===== src/rtl/instr_mem_pkg.sv =====
`default_nettype none
// +----------------------------------------------------------------------------+
// | Module      : instr_mem_pkg                                                |
// | Description : Shared constants, response entry type and address decode    |
// |               helpers for the pipelined instruction memory.                |
// | Revision    : 1.0 - initial release                                        |
// +----------------------------------------------------------------------------+
package instr_mem_pkg;

   // RISC-V style NOP, returned for faulted fetches
   localparam logic [31:0] c_nop_instr   = 32'h0000_0013;
   localparam int          c_def_instr_w = 32;

   // Response entry pattern: fault flag above the instruction word
   typedef struct packed {
      logic                     fault;
      logic [c_def_instr_w-1:0] instr;
   } rsp_entry_t;

   // Misaligned (low offset bits set) or beyond the last word (bits above the index set)
   function automatic logic addr_fault(input logic [63:0] addr,
                                       input int unsigned ofs,
                                       input int unsigned word_aw);
      logic [63:0] low_mask;
      low_mask = (64'd1 << ofs) - 64'd1;
      return ((addr & low_mask) != 64'd0) || ((addr >> (ofs + word_aw)) != 64'd0);
   endfunction

   // Word index inside a bank; the read and write paths share this decode
   function automatic logic [31:0] word_idx(input logic [63:0] addr,
                                            input int unsigned ofs,
                                            input int unsigned word_aw);
      logic [63:0] idx_mask;
      idx_mask = (64'd1 << word_aw) - 64'd1;
      return 32'((addr >> ofs) & idx_mask);
   endfunction

   // Power-up image of a read-only bank: bank b, word i holds i*40503 + b*4660 + 23130
   function automatic logic [31:0] image_word(input int unsigned bank,
                                              input int unsigned idx);
      return 32'(idx * 32'd40503 + bank * 32'd4660 + 32'd23130);
   endfunction

endpackage
`default_nettype wire


===== src/rtl/instr_mem_pipe_bank.sv =====
`default_nettype none
// +----------------------------------------------------------------------------+
// | Module      : instr_bank                                                   |
// | Description : One BANK_W x DEPTH synchronous-read bank with active-low     |
// |               chip enable, optional write port and a built-in ROM image.   |
// | Revision    : 1.0 - initial release                                        |
// +----------------------------------------------------------------------------+
module instr_bank
   import instr_mem_pkg::*;
#(
   parameter int BANK_W   = 16,
   parameter int DEPTH    = 512,
   parameter int BANK_IDX = 0,
   parameter int WRITABLE = 0
) (
   input  logic                     clk,
   input  logic                     cen_n,
   input  logic [$clog2(DEPTH)-1:0] addr,
   input  logic                     we,
   input  logic [$clog2(DEPTH)-1:0] waddr,
   input  logic [BANK_W-1:0]        wdata,
   output logic [BANK_W-1:0]        q
);

   logic [BANK_W-1:0] r_q;

   assign q = r_q;

   if (WRITABLE != 0) begin : g_ram
      // The image is only used by the ROM flavour; a RAM is boot-loaded through the write port
      localparam int c_unused_bank_idx = BANK_IDX;

      logic [BANK_W-1:0] r_mem [DEPTH];

      // Write port, independent of the read address
      always_ff @(posedge clk) begin
         if (we) begin
            r_mem[waddr] <= wdata;
         end
      end

      // Read port; non-blocking update means a same-edge write to this word is not seen (read-before-write)
      always_ff @(posedge clk) begin
         if (!cen_n) begin
            r_q <= r_mem[addr];
         end
      end
   end else begin : g_rom
      logic w_unused_wr;

      assign w_unused_wr = ^{we, waddr, wdata};

      // Read-only bank: contents come from the fixed image, so writes have nowhere to land
      always_ff @(posedge clk) begin
         if (!cen_n) begin
            r_q <= BANK_W'(image_word(BANK_IDX, 32'(addr)));
         end
      end
   end

endmodule
`default_nettype wire


===== src/rtl/instr_mem_pipe.sv =====
`default_nettype none
// +----------------------------------------------------------------------------+
// | Module      : instr_mem_pipe                                               |
// | Description : Pipelined, banked instruction memory for the fetch stage.    |
// |               valid/ready request and response, stage-1 read register and  |
// |               an output FIFO so decode stalls never drop a fetch.          |
// | Revision    : 1.0 - initial release                                        |
// +----------------------------------------------------------------------------+
module instr_mem_pipe
   import instr_mem_pkg::*;
#(
   parameter int                 INSTR_W     = 32,
   parameter int                 BANK_W      = 16,
   parameter int                 DEPTH       = 512,
   parameter int                 ADDR_W      = 32,
   parameter int                 OBUF_DEPTH  = 3,
   parameter int                 WRITABLE    = 0,
   parameter logic [INSTR_W-1:0] FAULT_INSTR = INSTR_W'(c_nop_instr)
) (
   input  logic               clk,
   input  logic               rst,
   input  logic               req_valid,
   output logic               req_ready,
   input  logic [ADDR_W-1:0]  req_addr,
   output logic               rsp_valid,
   input  logic               rsp_ready,
   output logic [INSTR_W-1:0] rsp_instr,
   output logic               rsp_fault,
   input  logic               wr_en,
   input  logic [ADDR_W-1:0]  wr_addr,
   input  logic [INSTR_W-1:0] wr_data
);

   localparam int c_num_banks = INSTR_W / BANK_W;
   localparam int c_word_aw   = $clog2(DEPTH);
   localparam int c_ofs       = $clog2(INSTR_W / 8);
   localparam int c_ptr_w     = $clog2(OBUF_DEPTH);
   localparam int c_cnt_w     = $clog2(OBUF_DEPTH + 1);

   localparam logic [c_ptr_w-1:0] c_last_ptr = c_ptr_w'(OBUF_DEPTH - 1);
   localparam logic [c_cnt_w-1:0] c_obuf_cnt = c_cnt_w'(OBUF_DEPTH);

   typedef struct packed {
      logic               fault;
      logic [INSTR_W-1:0] instr;
   } buf_entry_t;

   // Circular pointer advance; OBUF_DEPTH need not be a power of two
   function automatic logic [c_ptr_w-1:0] ptr_inc(input logic [c_ptr_w-1:0] p);
      return (p == c_last_ptr) ? '0 : p + c_ptr_w'(1);
   endfunction

   // Request-side decode
   logic                 w_rd_fault;
   logic [c_word_aw-1:0] w_rd_idx;
   logic                 w_accept;
   logic                 w_bank_cen_n;

   // Write-side decode
   logic                 w_wr_fault;
   logic [c_word_aw-1:0] w_wr_idx;
   logic                 w_wr_en;

   // Stage 1 and bank outputs
   logic                 r_s1_valid;
   logic                 r_s1_fault;
   logic [INSTR_W-1:0]   w_bank_q;
   buf_entry_t           w_s1_entry;

   // Output FIFO
   buf_entry_t           r_buf [OBUF_DEPTH];
   logic [c_ptr_w-1:0]   r_wr_ptr;
   logic [c_ptr_w-1:0]   r_rd_ptr;
   logic [c_cnt_w-1:0]   r_count;
   logic                 w_push;
   logic                 w_pop;
   buf_entry_t           w_head;

   assign w_rd_fault = addr_fault(64'(req_addr), c_ofs, c_word_aw);
   assign w_rd_idx   = c_word_aw'(word_idx(64'(req_addr), c_ofs, c_word_aw));
   assign w_wr_fault = addr_fault(64'(wr_addr), c_ofs, c_word_aw);
   assign w_wr_idx   = c_word_aw'(word_idx(64'(wr_addr), c_ofs, c_word_aw));

   // Everything accepted but not yet popped occupies a buffer slot, so the
   // stage-1 entry can always be pushed on the next edge without a stall.
   assign req_ready    = !rst && ((r_count + c_cnt_w'(r_s1_valid)) < c_obuf_cnt);
   assign w_accept     = req_valid && req_ready;
   // Faulted fetches leave the banks idle
   assign w_bank_cen_n = !(w_accept && !w_rd_fault);
   assign w_wr_en      = (WRITABLE != 0) && wr_en && !w_wr_fault;

   for (genvar k = 0; k < c_num_banks; k++) begin : g_bank
      instr_bank #(
         .BANK_W   (BANK_W),
         .DEPTH    (DEPTH),
         .BANK_IDX (k),
         .WRITABLE (WRITABLE)
      ) u_bank (
         .clk   (clk),
         .cen_n (w_bank_cen_n),
         .addr  (w_rd_idx),
         .we    (w_wr_en),
         .waddr (w_wr_idx),
         .wdata (wr_data[k*BANK_W +: BANK_W]),
         .q     (w_bank_q[k*BANK_W +: BANK_W])
      );
   end

   // Stage 1 tracks the fetch whose bank read was issued at the last edge
   always_ff @(posedge clk) begin
      if (rst) begin
         r_s1_valid <= 1'b0;
         r_s1_fault <= 1'b0;
      end else begin
         r_s1_valid <= w_accept;
         if (w_accept) begin
            r_s1_fault <= w_rd_fault;
         end
      end
   end

   // A faulted entry never exposes the (stale) bank registers
   assign w_s1_entry.fault = r_s1_fault;
   assign w_s1_entry.instr = r_s1_fault ? FAULT_INSTR : w_bank_q;

   assign w_push = r_s1_valid;
   assign w_pop  = rsp_valid && rsp_ready;

   // FIFO storage; contents need no reset because the count gates visibility
   always_ff @(posedge clk) begin
      if (w_push) begin
         r_buf[r_wr_ptr] <= w_s1_entry;
      end
   end

   // FIFO pointers and occupancy; simultaneous push and pop keep the count
   always_ff @(posedge clk) begin
      if (rst) begin
         r_wr_ptr <= '0;
         r_rd_ptr <= '0;
         r_count  <= '0;
      end else begin
         if (w_push) begin
            r_wr_ptr <= ptr_inc(r_wr_ptr);
         end
         if (w_pop) begin
            r_rd_ptr <= ptr_inc(r_rd_ptr);
         end
         case ({w_push, w_pop})
            2'b10:   r_count <= r_count + c_cnt_w'(1);
            2'b01:   r_count <= r_count - c_cnt_w'(1);
            default: r_count <= r_count;
         endcase
      end
   end

   assign w_head    = r_buf[r_rd_ptr];
   assign rsp_valid = (r_count != '0);
   assign rsp_instr = rsp_valid ? w_head.instr : '0;
   assign rsp_fault = rsp_valid && w_head.fault;

endmodule
`default_nettype wire


===== config.mk =====
export PLATFORM = sky130hd
export DESIGN_NAME = instr_mem_pipe
export DESIGN_NICKNAME = d
export VERILOG_FILES = /design/src/rtl/instr_mem_pkg.sv /design/src/rtl/instr_mem_pipe_bank.sv /design/src/rtl/instr_mem_pipe.sv
export SDC_FILE = /design/constraint.sdc
export NUM_CORES = 1
export LEC_CHECK = 0
export CAP_MARGIN = 20
export CORE_MARGIN = 2
export CORE_UTILIZATION = 46
export CTS_BUF_LIST = sky130_fd_sc_hd__clkbuf_8
export DETAILED_ROUTE_END_ITERATION = 10
export PLACE_DENSITY_LB_ADDON = 0.12
export SETUP_SLACK_MARGIN = 0.2
export SLEW_MARGIN = 20
export SYNTH_ARGS = -nofsm -noshare
export SYNTH_HDL_FRONTEND = slang
export SYNTH_HIERARCHICAL = 1
export SYNTH_SLANG_ARGS = --single-unit
export TNS_END_PERCENT = 50

===== constraint.sdc =====
create_clock -name clk -period 9.5 [get_ports clk]
set_input_delay 1.425 -clock clk [delete_from_list [all_inputs] [get_ports clk]]
set_output_delay 1.425 -clock clk [all_outputs]
set_load 0.005 [all_outputs]

==> results of run 1 <==
-- cells in the final DEF, fill, tap and decap left out, drive strengths merged, types with 5 or more instances in the layout --
master / instances
edfxtp: 131
inv: 118
ha: 104
nor2: 92
clkdlybuf4s50: 70
fa: 68
a21oi: 54
mux2i: 35
nor2b: 30
xnor2: 27
clkbuf: 17
nand2: 16
xor2: 13
a21o: 12
o21ai: 12
dfxtp: 10
nor3: 7
buf: 6
nor4: 5
o21a: 5
a21boi: 5
-- worst paths after layout --
path / start / end / slack [ps] / cells past startpoint
min reg2reg: r_rd_ptr[1]$_SDFFE_PP0P_ / register / 490 / 2
max reg2reg: r_count[0]$_SDFFE_PP0P_ / g_bank[1].u_bank/q[6]$_DFFE_PN_ / 7120 / 6
min: r_rd_ptr[1]$_SDFFE_PP0P_ / register / 490 / 2
max: req_addr[8] / g_bank[1].u_bank/q[15]$_DFFE_PN_ / 2960 / 17
-- power by group through the flow --
stage / combinational [uW] / clock [uW] / sequential [uW]
3_5_place_dp: 1510 / 0 / 833
3_3_place_gp: 1470 / 0 / 831
5_1_grt: 1710 / 490 / 824
4_1_cts: 1520 / 464 / 819
2_1_floorplan: 1110 / 0 / 802
6_report: 1500 / 453 / 818
-- per-layer routing --
layer | wire length [um] | vias up
met3 | 581 | 11
li1 | - | 2867
met5 | 0 | -
met4 | 147 | 0
met1 | 8340 | 2806
met2 | 8380 | 117
-- sequential cells by signal (all words and copies together), names as in the netlist, named ones only --
name,count
r_s1_valid,1
r_s1_fault,1
g_bank.u_bank/q,32
r_wr_ptr,2
r_rd_ptr,2
r_buf,99
r_count,2
-- cell type report --
type,count,area share (%)
tap,270,3.10
timing repair buffer,76,6.85
clock buffer,17,2.15
clock inverter,15,1.38
inverter,112,3.86
multi-input combinational,525,44.6
sequential,141,38.1
-- per-stage QoR --
step | worst slack (ps) | cell area, um^2
finish | 2960 | 10900
global route | 2760 | 10900
CTS | 2940 | 10900
detailed placement | 2490 | 10500
global placement | 2550 | 10500
floorplan | 3920 | 9480
-- worst reg2reg max path, delay by kind of cell (launching register included) --
family | cells | cell delay (ps)
AOI/OAI and AO/OA | 1 | 180
buffers and inverters | 1 | 530
xor gates and xnor gates | 1 | 90
and+or+nand+nor | 2 | 520
DFF | 1 | 460
adders and majority gates | 1 | 230
==> impl_metrics.csv, run 1 <==
group,metric,value,unit
outcome,outcome,"finished clean",
critical_path,crit_fanout,11,
synthesis,syn_area_per_cell,11.9,um^2
sta,setup_viol,0,
routing,route.vias.total,5801,
sta,relSlewSlack,39.3,%
floorplanning,start_util,46.9,%
sta,fin_crit,6540,ps
placement,portBuffers,70,
routing,drc_errors,0,
global_routing,first_global_vias,5934,
finish,post-route-util,53.8,%
synthesis,syn_nets,1070,
sta,rsz0062_at_grt,"false",
floorplanning,core,0.0202,mm^2
routing,firstDrtPassIters,4,
critical_path,cp-end-kind,"register",
placement,dp_hpwl,12600,um
power_and_ir_drop,p_comb_share,54.2,%
critical_path,crit_arrival,6690,ps
sta,maxSlewViolCount,0,
worst_hold_path,hp-class,"register to register",
cts,cts_max_level,4,
cts,clock-sinks,141,
power_and_ir_drop,p_int,1700,uW
power_and_ir_drop,pwr-share-clk,16.3,%
power_and_ir_drop,power_density,255,mW/mm^2
critical_path,cp_cell_sequence,"clkdlybuf4s50_1 -> inv_1 -> fa_1 -> fa_1 -> inv_1 -> fa_1 -> inv_1 -> fa_1 -> inv_1 -> ha_1 -> ha_1 -> a21oi_1 -> o21ai_0 -> a21o_1 -> a221o_1 -> a31oi_1 -> xnor2_1",
routing,wirelength,17500,um
synthesis,yosys_warnings,6,
synthesis,synthCells,797,
power_and_ir_drop,p_switching,1070,uW
placement,dp_cells,1124,
cts,cts_max_path_buffers,2,
cts,path_clk_slew,80,ps
sta,finalSetupTns,0,ps
finish,multiInputGateArea,0.00485,mm^2
finish,ff_latch_area,0.00414,mm^2
sta,hold_viol_final,0,
critical_path,setup.worst_path.start_class,"input port",
global_routing,antenna_found_initial,0,
finish,diodes,0,
sta,period_share,68.8,%
power_and_ir_drop,p_leak,0.00452,uW
global_routing,met1_usage,22.2,%
cts,cts_setup_buffers,0,
global_routing,use_met2,28.2,%
cts,cts_resized,0,
power_and_ir_drop,seq_power_share,29.5,%
global_routing,top_usage_layer,"met2",
power_and_ir_drop,power,2770,uW
finish,drive_gt1_share,6.21,%
sta,whs,491,ps
finish,layoutNonFillerInstCount,1156,
power_and_ir_drop,max-vdd-ir-drop,0.146,mV
global_routing,grt_use_total,16.5,%
routing,wl_per_cell,15.1,um
critical_path,crit_buf_inv,5,
sta,fmax,153,MHz
cts,root_buffer,"clkbuf_8",
critical_path,slowest_stage,"clkdlybuf4s50_1",
floorplanning,ios,136,
run,timing.max_cap.violations,0,
finish,fillCellCount,1754,
cts,insertion_delay,420,ps
sta,tightest_slew,907,ps
critical_path,criticalPathCategory,"input port to register",
routing,drt_iter0_markers,304,
cts,hold_buffers,0,
critical_path,crit_path_max_incr_delay,930,ps
floorplanning,dieArea,0.0218,mm^2
sta,skew,9.80,ps
floorplanning,die_h,148,um
critical_path,critPathTopFamily,"adder cells",
placement,globalplace.congestion,0.828,
power_and_ir_drop,p_sw_share,38.7,%
global_routing,grt_first_pass_wirelength,28700,um
floorplanning,rows,52,
routing,drtAntennaViolNets,0,
global_routing,grt_max_degree,67,
synthesis,synth_area,0.00948,mm^2
cts,cts_inserted_buffers,17,
floorplanning,die_w,148,um
global_routing,gr-total-overflow,0,
global_routing,met3_usage,2.65,%
critical_path,crit_required,9650,ps
routing,detail_route.vias_per_cell,5.02,
finish,syn_to_final_growth,14.8,%
finish,fin_nets,1146,
cts,cts_tree,"done",
No activity file was read; power rests on OpenSTA's default activity.
==> inputs of run 2 (changes only) <==
==> constraint.sdc (replaced) <==
create_clock -name clk -period 6.85 [get_ports clk]
set_input_delay 1.0275 -clock clk [delete_from_list [all_inputs] [get_ports clk]]
set_output_delay 1.0275 -clock clk [all_outputs]
set_load 0.005 [all_outputs]
==> run 2 against run 1 <==
Against the previous run:
- power is 41% higher
- setup slack got worse by 1900 ps
- combinational power grew 38%
- clock-buffer cell count stayed put
- clock skew shrank 0.53 ps
- utilization increased by 0.57 points
- die area unchanged
==> impl_metrics.csv, run 2 (synthesis results as in run 1) <==
group,metric,value,unit
placement,portBuffers,70,
sta,period_share,85.1,%
routing,route.vias.total,5738,
routing,drtAntennaViolNets,0,
floorplanning,start_util,46.9,%
power_and_ir_drop,p_int,2440,uW
sta,finalSetupTns,0,ps
outcome,outcome,"finished clean",
global_routing,gr-total-overflow,0,
cts,cts_resized,0,
finish,ff_latch_area,0.00414,mm^2
finish,mostFrequentLayoutCells,"edfxtp_1 (131), inv_1 (112), ha_1 (104), nor2_1 (89), clkdlybuf4s50_1 (70)",
sta,relSlewSlack,49.9,%
cts,cts_max_path_buffers,2,
cts,clock-sinks,141,
cts,cts_setup_buffers,0,
critical_path,r2r-end,"g_bank[0].u_bank/q[9]$_DFFE_PN_",
routing,wirelength,17000,um
finish,multiInputGateArea,0.00485,mm^2
sta,fin_crit,5830,ps
worst_hold_path,min-delay-start,"r_rd_ptr[0]$_SDFFE_PP0P_",
finish,fin_nets,1154,
critical_path,criticalPathCategory,"input port to register",
cts,cts_inserted_buffers,17,
power_and_ir_drop,p_sw_share,37.7,%
finish,layout_commonest_cell,"edfxtp_1",
worst_hold_path,holdPathStages,2,
critical_path,r2r-start,"r_count[0]$_SDFFE_PP0P_",
finish,regMostFlops,"r_buf",
placement,place_area,0.0106,mm^2
critical_path,crit_arrival,5980,ps
run,timing.max_cap.violations,0,
critical_path,crit_required,7010,ps
finish,fillCellCount,1737,
floorplanning,dieArea,0.0218,mm^2
floorplanning,core,0.0202,mm^2
sta,skew,9.27,ps
finish,final_area,0.0110,mm^2
placement,dp_hpwl,12600,um
cts,insertion_delay,430,ps
power_and_ir_drop,max-vdd-ir-drop,0.204,mV
finish,diodes,0,
sta,fmax,172,MHz
routing,firstDrtPassIters,6,
sta,hold_viol_final,0,
routing,wl_per_cell,14.6,um
finish,largest_reg_flops,99,
routing,detail_route.vias_per_cell,4.93,
critical_path,crit_fanout,7,
critical_path,cp-end-kind,"register",
finish,drive_gt1_share,7.16,%
power_and_ir_drop,power_density,356,mW/mm^2
power_and_ir_drop,p_leak,0.00458,uW
finish,syn_to_final_growth,16.0,%
critical_path,setup.worst_path.start_class,"input port",
cts,hold_buffers,0,
global_routing,grt_use_total,16.4,%
floorplanning,rows,52,
floorplanning,die_h,148,um
routing,drt_iter0_markers,307,
cts,root_buffer,"clkbuf_8",
floorplanning,die_w,148,um
floorplanning,ios,136,
routing,drc_errors,0,
placement,globalplace.congestion,0.826,
critical_path,r2r_slack,4550,ps
power_and_ir_drop,pwr-share-clk,18.3,%
global_routing,grt_first_pass_wirelength,28600,um
power_and_ir_drop,p_comb_share,52.9,%
cts,cts_tree,"done",
global_routing,grt_max_degree,67,
global_routing,first_global_vias,5959,
sta,setup_viol,0,
cts,path_clk_slew,80,ps
power_and_ir_drop,p_switching,1480,uW
critical_path,rr_worst_depth,6,
power_and_ir_drop,seq_power_share,28.8,%
sta,maxSlewViolCount,0,
sta,tightest_slew,749,ps
global_routing,antenna_found_initial,0,
sta,rsz0062_at_grt,"false",
worst_hold_path,hp-class,"register to register",
cts,cts_max_level,4,
[run 2: changes by cell type in the layout (fill, tap and decap cells not counted)]
cell / before / now
buf_4: 6 / 14
bufinv_16: 2 / 4
clkinv_1: 0 / 2
clkinv_2: 1 / 0
clkinvlp_4: 4 / 1
dfxtp_2: 0 / 1
dfxtp_4: 2 / 1
inv_1: 115 / 112
inv_6: 3 / 5
inv_8: 0 / 1
[run 2: routing by layer]
metal	vias to the layer above	share of wire, %	global-route usage, %
li1	2893	-	-
met1	2737	48	22.1
met2	93	48	27.9
met4	0	1.0	4.18
met5	-	0	0
met3	15	3.0	2.69
[run 2: final cells by class]
class,instances,area share (%)
Timing Repair Buffer,84,7.33
Inverter,112,3.82
Clock buffer,17,2.13
Sequential cell,141,37.6
Clock inverter,15,1.89
Multi-Input combinational cell,525,44.1
Tap cell,270,3.07
[run 2: stage by stage]
stage	hold slack (ps)	setup slack (ps)	utilization (%)	cells	power, uW
2_1_floorplan	460	1670	-	797	2650
3_3_place_gp	461	598	52.2	1132	3190
3_5_place_dp	484	586	52.2	1132	3230
4_1_cts	496	1050	54.3	1164	3970
5_1_grt	515	797	54.3	1164	4280
6_report	490	1020	54.3	1164	3920
[run 2: worst max-delay path by stage]
stage	from	slack, ps	cells past startpoint	endpoint
after CTS	req_addr[8]	1050	15	g_bank[0].u_bank/q[15]$_DFFE_PN_
after global routing	req_addr[8]	800	15	g_bank[0].u_bank/q[13]$_DFFE_PN_
after detailed placement	req_addr[8]	590	15	g_bank[0].u_bank/q[15]$_DFFE_PN_
after global placement	req_addr[8]	600	15	g_bank[0].u_bank/q[15]$_DFFE_PN_
after floorplan	req_addr[9]	1670	16	g_bank[1].u_bank/q[15]$_DFFE_PN_
final	req_addr[8]	1020	15	g_bank[0].u_bank/q[15]$_DFFE_PN_
[run 2: power by group through the flow]
stage / combinational, uW / sequential [uW] / clock, uW
after global placement: 2050 / 1150 / 0
after CTS: 2100 / 1130 / 739
after detailed placement: 2080 / 1150 / 0
after global routing: 2370 / 1130 / 772
after floorplan: 1540 / 1110 / 0
final: 2070 / 1130 / 719
[run 2: critical path, stage by stage]
cell and delay [ps]:
clkdlybuf4s50_1 560, buf_4 260, fa_1 540, inv_1 50, fa_1 500, inv_1 60, fa_1 500, fa_1 450
fa_1 440, ha_1 370, nand2_1 100, o21ai_0 420, nor2_1 140, o311ai_1 400, xnor2_1 160
